$ cat src/rtl/time_edit_if.sv
// time_edit_if: button, RTC snapshot and digit write-back signals of the time editor.
interface time_edit_if;
  logic btn_edit, btn_next, btn_up, btn_down;
  logic [47:0] rtc_digits;
  logic [11:0] field_sel;
  logic busy, wr_en, done;
  logic [3:0] wr_addr, wr_data;
  modport master(
    output btn_edit, btn_next, btn_up, btn_down, rtc_digits,
    input field_sel, busy, wr_en, wr_addr, wr_data, done
  );
  modport slave(
    input btn_edit, btn_next, btn_up, btn_down, rtc_digits,
    output field_sel, busy, wr_en, wr_addr, wr_data, done
  );
endinterface

$ cat src/rtl/time_edit_ctrl.sv
// time_edit_ctrl: button-driven RTC digit editor with shadow registers and sequential write-back.
// Define EDIT_TIMEOUT_EN to abort an idle edit session after TIMEOUT_CYCLES cycles.
module time_edit_ctrl #(
  parameter logic [31:0] TIMEOUT_CYCLES = 32'd500_000_000
) (
  input logic clk,
  input logic reset,
  time_edit_if.slave bus
);
  typedef enum logic [1:0] {IDLE, EDIT, COMMIT} state_t;
  state_t state;
  logic [3:0] prev, btn, edge_v;
  logic [11:0][3:0] shadow;
  logic [3:0] cursor, nxt, cur_val, cur_max, new_val, unit_idx, unit_max;
  logic tens_field;
`ifdef EDIT_TIMEOUT_EN
  logic [31:0] idle_cnt;
`endif
  // Units limits depend on the paired tens digit passed in as tens.
  function automatic logic [3:0] field_max(input logic [3:0] f, input logic [3:0] tens);
    case (f)
      4'd1, 4'd3: field_max = 4'd5;
      4'd5: field_max = 4'd2;
      4'd7: field_max = 4'd3;
      4'd9: field_max = 4'd1;
      4'd4: field_max = tens == 4'd2 ? 4'd3 : 4'd9;
      4'd6: field_max = tens == 4'd3 ? 4'd1 : 4'd9;
      4'd8: field_max = tens == 4'd1 ? 4'd2 : 4'd9;
      default: field_max = 4'd9;
    endcase
  endfunction
  // edge_v bits: {edit, next, up, down}
  always_comb begin
    btn = {bus.btn_edit, bus.btn_next, bus.btn_up, bus.btn_down};
    edge_v = btn & ~prev;
    nxt = cursor == 4'd11 ? 4'd0 : cursor + 4'd1;
    cur_val = shadow[cursor];
    cur_max = field_max(cursor, shadow[{cursor[3:1], 1'b1}]);
    new_val = edge_v[1] ? (cur_val >= cur_max ? 4'd0 : cur_val + 4'd1)
                        : (cur_val == 4'd0 ? cur_max : cur_val - 4'd1);
    tens_field = cursor == 4'd5 || cursor == 4'd7 || cursor == 4'd9;
    unit_idx = {cursor[3:1], 1'b0};
    unit_max = field_max(unit_idx, new_val);
  end
  always_ff @(posedge clk) begin
    if (reset) begin
      state <= IDLE;
      cursor <= '0;
      shadow <= '0;
      prev <= '0;
      bus.field_sel <= '0;
      bus.busy <= 1'b0;
      bus.wr_en <= 1'b0;
      bus.wr_addr <= '0;
      bus.wr_data <= '0;
      bus.done <= 1'b0;
`ifdef EDIT_TIMEOUT_EN
      idle_cnt <= '0;
`endif
    end else begin
      prev <= btn;
      bus.done <= 1'b0;
      case (state)
        IDLE: if (edge_v[3]) begin
          state <= EDIT;
          shadow <= bus.rtc_digits;
          cursor <= '0;
          bus.field_sel <= 12'd1;
          bus.busy <= 1'b1;
        end
        EDIT: begin
          if (edge_v[3]) begin
            state <= COMMIT;
            bus.field_sel <= '0;
            bus.wr_en <= 1'b1;
            bus.wr_addr <= '0;
            bus.wr_data <= shadow[0];
          end else if (edge_v[2]) begin
            cursor <= nxt;
            bus.field_sel <= 12'd1 << nxt;
          end else if (edge_v[1] ^ edge_v[0]) begin
            shadow[cursor] <= new_val;
            if (tens_field && shadow[unit_idx] > unit_max) shadow[unit_idx] <= unit_max;
          end
`ifdef EDIT_TIMEOUT_EN
          if (|edge_v) idle_cnt <= '0;
          else if (idle_cnt == TIMEOUT_CYCLES - 32'd1) begin
            state <= IDLE;
            idle_cnt <= '0;
            bus.field_sel <= '0;
            bus.busy <= 1'b0;
          end else idle_cnt <= idle_cnt + 32'd1;
`endif
        end
        default: if (bus.wr_addr == 4'd11) begin
          state <= IDLE;
          bus.busy <= 1'b0;
          bus.wr_en <= 1'b0;
          bus.wr_addr <= '0;
          bus.wr_data <= '0;
          bus.done <= 1'b1;
        end else begin
          bus.wr_addr <= bus.wr_addr + 4'd1;
          bus.wr_data <= shadow[bus.wr_addr + 4'd1];
        end
      endcase
    end
  end
endmodule

$ cat src/flat_wrapper.sv
// flat-port wrapper written by rule: the top's interface ports become plain ports
module time_edit_ctrl_flat 
#(
  parameter logic [31:0] TIMEOUT_CYCLES = 32'd500_000_000
)
  (clk, reset, bus_btn_edit, bus_btn_next, bus_btn_up, bus_btn_down, bus_rtc_digits, bus_field_sel, bus_busy, bus_wr_en, bus_wr_addr, bus_wr_data, bus_done);
  time_edit_if bus_i ();
  input logic clk;
  input logic reset;
  input wire logic [$bits(bus_i.btn_edit)-1:0] bus_btn_edit;
  input wire logic [$bits(bus_i.btn_next)-1:0] bus_btn_next;
  input wire logic [$bits(bus_i.btn_up)-1:0] bus_btn_up;
  input wire logic [$bits(bus_i.btn_down)-1:0] bus_btn_down;
  input wire logic [$bits(bus_i.rtc_digits)-1:0] bus_rtc_digits;
  output wire logic [$bits(bus_i.field_sel)-1:0] bus_field_sel;
  output wire logic [$bits(bus_i.busy)-1:0] bus_busy;
  output wire logic [$bits(bus_i.wr_en)-1:0] bus_wr_en;
  output wire logic [$bits(bus_i.wr_addr)-1:0] bus_wr_addr;
  output wire logic [$bits(bus_i.wr_data)-1:0] bus_wr_data;
  output wire logic [$bits(bus_i.done)-1:0] bus_done;
  assign bus_i.btn_edit = bus_btn_edit;
  assign bus_i.btn_next = bus_btn_next;
  assign bus_i.btn_up = bus_btn_up;
  assign bus_i.btn_down = bus_btn_down;
  assign bus_i.rtc_digits = bus_rtc_digits;
  assign bus_field_sel = bus_i.field_sel;
  assign bus_busy = bus_i.busy;
  assign bus_wr_en = bus_i.wr_en;
  assign bus_wr_addr = bus_i.wr_addr;
  assign bus_wr_data = bus_i.wr_data;
  assign bus_done = bus_i.done;
  time_edit_ctrl #(.TIMEOUT_CYCLES(TIMEOUT_CYCLES)) u_core (.clk(clk), .reset(reset), .bus(bus_i));
endmodule
$ cat config.mk
export PLATFORM = sky130hd
export DESIGN_NAME = time_edit_ctrl_flat
export DESIGN_NICKNAME = d
export VERILOG_FILES = /design/src/rtl/time_edit_if.sv /design/src/rtl/time_edit_ctrl.sv /design/src/flat_wrapper.sv
export SDC_FILE = /design/constraint.sdc
export NUM_CORES = 1
export LEC_CHECK = 0
export CAP_MARGIN = 20
export CORE_MARGIN = 3
export CORE_UTILIZATION = 35
export CTS_BUF_LIST = sky130_fd_sc_hd__clkbuf_8
export DETAILED_ROUTE_END_ITERATION = 12
export PLACE_DENSITY = 0.66
export SYNTH_ARGS = -nofsm -noshare
export SYNTH_HDL_FRONTEND = slang
export SYNTH_SLANG_ARGS = --single-unit
$ cat constraint.sdc
create_clock -name clk -period 6.09 [get_ports clk]
set_input_delay 0.9135 -clock clk [delete_from_list [all_inputs] [get_ports clk]]
set_output_delay 0.9135 -clock clk [all_outputs]
set_load 0.03 [all_outputs]
Word level (Yosys, flattened, before mapping)
Index checks and enable logic that the tools add are counted.
{ "word_totals": {"input_bits": 54, "register_bits": 81, "elab_cells": 140, "output_inout_bits": 23} }
{ "op_classes": {"shift": 1, "n_addsub": 4, "order_cmp": 8, "bitwise": 5, "eq_ne": 27, "reduce_logical": 20, "muxes": 54} }
{ "op_table": {"columns": ["cell", "n"], "rows": [
  ["$mux 48", 5],
  ["$bwmux 48", 2],
  ["$pmux 48 s2", 1],
  ["$mux 4", 22],
  ["$mux 12", 3],
  ["$bmux 4 s4", 2],
  ["$pmux 4 s7", 1],
  ["$bmux 4 s3", 2],
  ["$pmux 12 s2", 1],
  ["$pmux 4 s2", 3],
  ["$eq 4x2->1 const B", 5],
  ["$lt 4x5->1 const B", 4],
  ["$demux 4 s4", 1],
  ["$eq 4x3->1 const B", 4],
  ["$eq 4x4->1 const B", 4],
  ["$add 4x1->4 const B", 3],
  ["$demux 4 s3", 1],
  ["$eq 4x1->1 const B", 3],
  ["$pmux 4 s3", 1],
  ["$reduce_and 3->1", 4],
  ["$shl 1x4->12 const A", 1],
  ["$ge 4x1->1 const B", 2],
  ["$ne 2x1->1 const B", 4],
  ["$eq 3x2->1 const B", 2],
  ["other kinds (26)", 38]
]} }

Depth between registers and ports, before layout
{ "depth": {"ltp_word": 18, "mapped_depth": 30, "ltp_nobuf": 24} }

Worst setup path before layout
Ideal clock, no wire load.
{ "synth_path": {"path_type": "register to register", "from": "register u_core.cursor[1]", "to": "register u_core.shadow[40] (netlist bit)", "period_less_slack_ps": 5984, "slack_ps": 106, "path_buffers": 5, "setup_time_ps": 86, "required_ps": 6004, "path_stages_with_launch": 30, "arrival_time_ps": 5899, "path_cell_list": "dfxtp_1 > buf_6 > buf_6 > buf_6 > clkbuf_1 > inv_1 > ha_1 > clkbuf_1 > nand2b_1 > o221ai_1 > a2111oi_0 > a21oi_1 > ha_1 > nand2b_1 > a211oi_1 > o21ai_0 > nor2_1 > o22ai_1 > or2_2 > or3_1 > a211o_1 > ha_1 > nand2b_1 > a32oi_1 > o211ai_1 > nor2_1 > nand2_1 > nor4b_1 > o21bai_1 > a211oi_1"} }
{ "synth_via": {"elab_chain_len": 18, "elab_cells_between_ends": 60, "cone_classes": "2 x add/sub; 6 x order compare; 17 x eq/ne; 28 x mux; 7 x reduce/logical"} }
{ "synth_lines": {"columns": ["item", "line_no", "rtl"], "rows": [
  ["start, declared", "time_edit_ctrl.sv:14", "logic [3:0] cursor, nxt, cur_val, cur_max, new_val, unit_idx, unit_max;"],
  ["start signal, assigned", "time_edit_ctrl.sv:79", "cursor <= nxt;"],
  ["$bmux 4 s3", "time_edit_ctrl.sv:38", "cur_max = field_max(cursor, shadow[{cursor[3:1], 1'b1}]);"],
  ["$mux 4 (implied by the code)", "time_edit_ctrl.sv:38", null],
  ["$eq 4x1->1 (tied with other cells)", "time_edit_ctrl.sv:28", "4'd8: field_max = tens == 4'd1 ? 4'd2 : 4'd9;"],
  ["$mux 4 (on tied branches)", "time_edit_ctrl.sv:28, time_edit_ctrl.sv:26, time_edit_ctrl.sv:27", null],
  ["$pmux 4 s7", "time_edit_ctrl.sv:21", "case (f)"],
  ["$ge 4x4->1", "time_edit_ctrl.sv:39", "new_val = edge_v[1] ? (cur_val >= cur_max ? 4'd0 : cur_val + 4'd1)"],
  ["$mux 4 (2 in a row)", "time_edit_ctrl.sv:39", null],
  ["$eq 4x1->1 (tied with other cells)", "time_edit_ctrl.sv:28", null],
  ["$mux 4 (on tied branches)", "time_edit_ctrl.sv:28, time_edit_ctrl.sv:26, time_edit_ctrl.sv:27", null],
  ["$pmux 4 s3", "time_edit_ctrl.sv:21", null],
  ["$gt 4x4->1", "time_edit_ctrl.sv:83", "if (tens_field && shadow[unit_idx] > unit_max) shadow[unit_idx] <= unit_max;"],
  ["$logic_and 1x1->1", "time_edit_ctrl.sv:83", null],
  ["$mux 48 (*)", "time_edit_ctrl.sv:83", null],
  ["$mux 48 (*)", "time_edit_ctrl.sv:81", "end else if (edge_v[1] ^ edge_v[0]) begin"],
  ["$mux 48 (*)", "time_edit_ctrl.sv:78", "end else if (edge_v[2]) begin"],
  ["$mux 48 (*)", "time_edit_ctrl.sv:72", "if (edge_v[3]) begin"],
  ["$pmux 48 s2 (*)", "time_edit_ctrl.sv:63", "case (state)"],
  ["end signal, assigned", "time_edit_ctrl.sv:66", "shadow <= bus.rtc_digits;"],
  ["end signal, assigned by index", "time_edit_ctrl.sv:82", "shadow[cursor] <= new_val;"],
  ["end, declared", "time_edit_ctrl.sv:13", "logic [11:0][3:0] shadow;"]
]} }
Every way passes the cells marked *; elsewhere a longest branch is shown, timed or not. The select of a mux whose other input is x is not followed.
A chain may end at the register's enable or synchronous reset.

Worst setup path in the final report
{ "layout_path": {"from": "register u_core.cursor[1]", "to": "register u_core.shadow[33] (netlist bit)"} }
The elaborated chain is that of the path after synthesis.

==> flow_metrics.env <==
export IMPL_vias=5816
export IMPL_drtPass1Iterations=6
export IMPL_hold_buffers=0
export IMPL_ys_types=71
export IMPL_crit_chain="buf_12, mux2i_1, o22ai_1, a2111oi_1, a21oi_1, ha_1, nand2b_1, a211oi_1, o21ai_0, nor2_1, o22ai_1, or2_2, or3_1, a211o_1, ha_1, nand2b_1, a32oi_1, o211ai_1, nor3_1, o31ai_4, o221a_1"
export IMPL_die_w_microns=133
export IMPL_grt_pass1_wl_mm=30.9
export IMPL_initial_core_util_pct=36.6
export IMPL_grtUsageTotal_pct=22.0
export IMPL_cts_sinks=81
export IMPL_final_nets=819
export IMPL_cts_inserted_buffers=9
export IMPL_grt_antenna_before_repair=0
export IMPL_status="finished, final reports clean"
export IMPL_critPathCaptureType="flop"
export IMPL_cp_start_kind="flop"
export IMPL_drt_first_iter_violations=589
export IMPL_postRouteAntennaNets=0
export IMPL_root_buffer="clkbuf_8"
export IMPL_cts_tree="done"
export IMPL_post_cts_resized=0
export IMPL_diodes=0
export IMPL_ir_worst_vdd_mv=0.125
export IMPL_dp_cells=949
export IMPL_yosysWarnings=0
export IMPL_fill_cells=1581
export IMPL_path_max_fanout=45
export IMPL_insertion_delay_ns=0.39
export IMPL_layout_cells_non_filler=965
export IMPL_layout_commonest_cell="nor2_1"
export IMPL_io_buffers=76
export IMPL_hold_class="reg2reg"
export IMPL_routabilityCongestion=1.02
export IMPL_postPlaceCellArea_sq_mm=0.00668
export IMPL_path_class="reg2reg"
export IMPL_ys_seq_area_share_pct=28.5
export IMPL_dp_hpwl_mm=14.8
export IMPL_drc_errors=0
export IMPL_p_per_area_mw_per_mm2=227
export IMPL_critPathRequiredTime_ns=6.37
export IMPL_synth_fp_nets=760
export IMPL_synth_async_sr_flop_share_pct=0
export IMPL_area_growth_syn_to_layout_pct=21.7
export IMPL_max_stage_delay_ns=0.43
export IMPL_fin_crit_sh_pct=91.4
export IMPL_grt_pass1_vias=5368
export IMPL_p_comb_share_pct=28.6
export IMPL_setup_viol=0
export IMPL_worst_pin_slew_ns=0.830
export IMPL_synth_ff_type="dfxtp_1"
export IMPL_power_uw=1570
export IMPL_die_height_microns=133
export IMPL_period_needed_ns=5.57
export IMPL_layout_cells_most_common_list="nor2_1 (108), dfxtp_1 (78), clkdlybuf4s50_1 (75)"
export IMPL_htree_levels=3
export IMPL_finalInstanceArea_sq_mm=0.00692
export IMPL_skew_ns=0.0108
export IMPL_switching_share_pct=33.8
export IMPL_path_clk_slew_ns=0.09
export IMPL_fmax_ghz=0.180
export IMPL_rows=45
export IMPL_avgRoutedWirePerCell_microns=20.3
export IMPL_core_area_sq_mm=0.0155
export IMPL_die_area_sq_mm=0.0178
export IMPL_arrival_ns=5.85
export IMPL_netlist_area_sq_mm=0.00569
export IMPL_cap_violations=0
export IMPL_rsz0062_at_grt="yes"
export IMPL_power_share_clock_pct=31.2
export IMPL_relSlewSlack_pct=44.6
export IMPL_p_switching_uw=531
export IMPL_timing_setup_tns_ns=0
export IMPL_drv_slew=0
export IMPL_synth_edf_count=0
export IMPL_drive_above_1_share_pct=11.8
export IMPL_grt_overflow=0
export IMPL_cts_buffer_depth=2
export IMPL_grt_max_degree=48
export IMPL_internal_power_uw=1040
export IMPL_wirelength_mm=19.6
export IMPL_viasPerCell=6.03
export IMPL_syn_inst=690
export IMPL_synth_seq_cells=81
export IMPL_p_leak_uw=0.00238
export IMPL_post_cts_setup_buffers=0
export IMPL_cp_slowest_cell="a2111oi_1"
export IMPL_pwr_share_seq_pct=40.2
export IMPL_final_hold_viol_count=0
export IMPL_post_synth_cell_area_avg_sq_um=8.25
export IMPL_ios=77
## Yosys cell counts, drive strengths merged (2+ instances only)
master,count,area (sq um)
nor2,109,409
dfxtp,81,1620
a211oi,43,328
a21oi,43,219
clkbuf,38,143
o22ai,37,231
nand2,31,119
o21ai,31,155
mux4,24,541
mux2i,23,230
nand3,21,110
nor3,20,111
nor2b,18,113
buf,17,113
ha,16,200
inv,16,60.1
a22oi,15,113
nand2b,13,81.3
or3,8,55.1
a221oi,6,52.6
and2,6,42.5
or2,5,31.3
a211o,4,35.0
a31oi,4,25.0
o31ai,4,43.8
a222oi,3,30.0
nor4,3,18.8
o2111ai,3,26.3
o211ai,3,22.5
o2bb2ai,3,26.3
o32a,3,30.0
a2111oi,2,36.3
a21boi,2,15.0
a21o,2,15.0
a311oi,2,17.5
a32oi,2,17.5
a41oi,2,17.5
nand3b,2,15.0
nor3b,2,15.0
o21bai,2,15.0
o31a,2,17.5
or4,2,15.0
xnor2,2,17.5
## metal layers
layer	vias to the layer above	global-route usage [%]	routed length, microns
met5	-	0	0
met4	0	9.43	708
met3	51	4.68	1590
met2	279	33.2	8790
met1	2760	30.4	8520
li1	2726	-	-
## path summary, 6_finish.rpt
check / cells past startpoint / endpoint / from / slack [ns]
max: 21 / u_core.shadow[33] / u_core.cursor[1] / 0.52
max reg2reg: 21 / u_core.shadow[33] / u_core.cursor[1] / 0.52
min reg2reg: 2 / u_core.bus.wr_en / u_core.bus.wr_en / 0.48
min: 2 / u_core.bus.wr_en / u_core.bus.wr_en / 0.48
## power by group through the flow
| stage | Sequential [uW] | Clock, uW | Combinational (uW) |
|---|---|---|---|
| 3_3_place_gp | 641 | 0 | 448 |
| 3_5_place_dp | 641 | 0 | 445 |
| 4_1_cts | 629 | 499 | 447 |
| 5_1_grt | 636 | 522 | 493 |
| 2_1_floorplan | 619 | 0 | 301 |
| 6_report | 632 | 490 | 451 |
## critical path, delay by kind of cell, from the launching register on
kind,cells,cell delay (ns)
fa+ha+maj,2,0.59
flops,1,0.39
compound gates,11,2.42
simple gates,6,1.53
mux,1,0.26
buf+inv,1,0.24
## final cells by class
type / instances / area (sq um) / share of cell area, %
timing repair buffer: 103 / 971 / 14.0
multi-input combinational: 538 / 3760 / 54.4
tap: 211 / 264 / 3.81
inverter: 16 / 60.1 / 0.867
clock inverter: 7 / 116 / 1.68
sequential: 81 / 1630 / 23.5
clock buffer: 9 / 124 / 1.79
## flip-flops by register name, indices dropped and copies added, names as in the netlist, 2 cells and up
signal and cells:
u_core.bus.wr_data 4, u_core.bus.field_sel 12, u_core.prev 4, u_core.shadow 48, u_core.bus.wr_addr 4, u_core.state 2, u_core.cursor 4
## metrics by stage
stage          util [%]  hold slack, ns  setup slack, ns
2_1_floorplan         -           0.467            0.106
3_3_place_gp       43.0           0.462            0.602
3_5_place_dp       43.0           0.466            0.453
4_1_cts            44.5           0.487            0.395
5_1_grt            44.6           0.517          -0.0712
6_report           44.6           0.484            0.521
## kinds of logic after synthesis
family | Yosys count | share of synthesized area, %
buf+inv | 71 | 5.54
compound gates | 227 | 27.7
fa+ha+maj | 16 | 3.52
flops | 81 | 28.5
xor+xnor | 3 | 0.462
mux | 47 | 13.5
simple gates | 245 | 20.8
(Power assumes the default switching activity.)
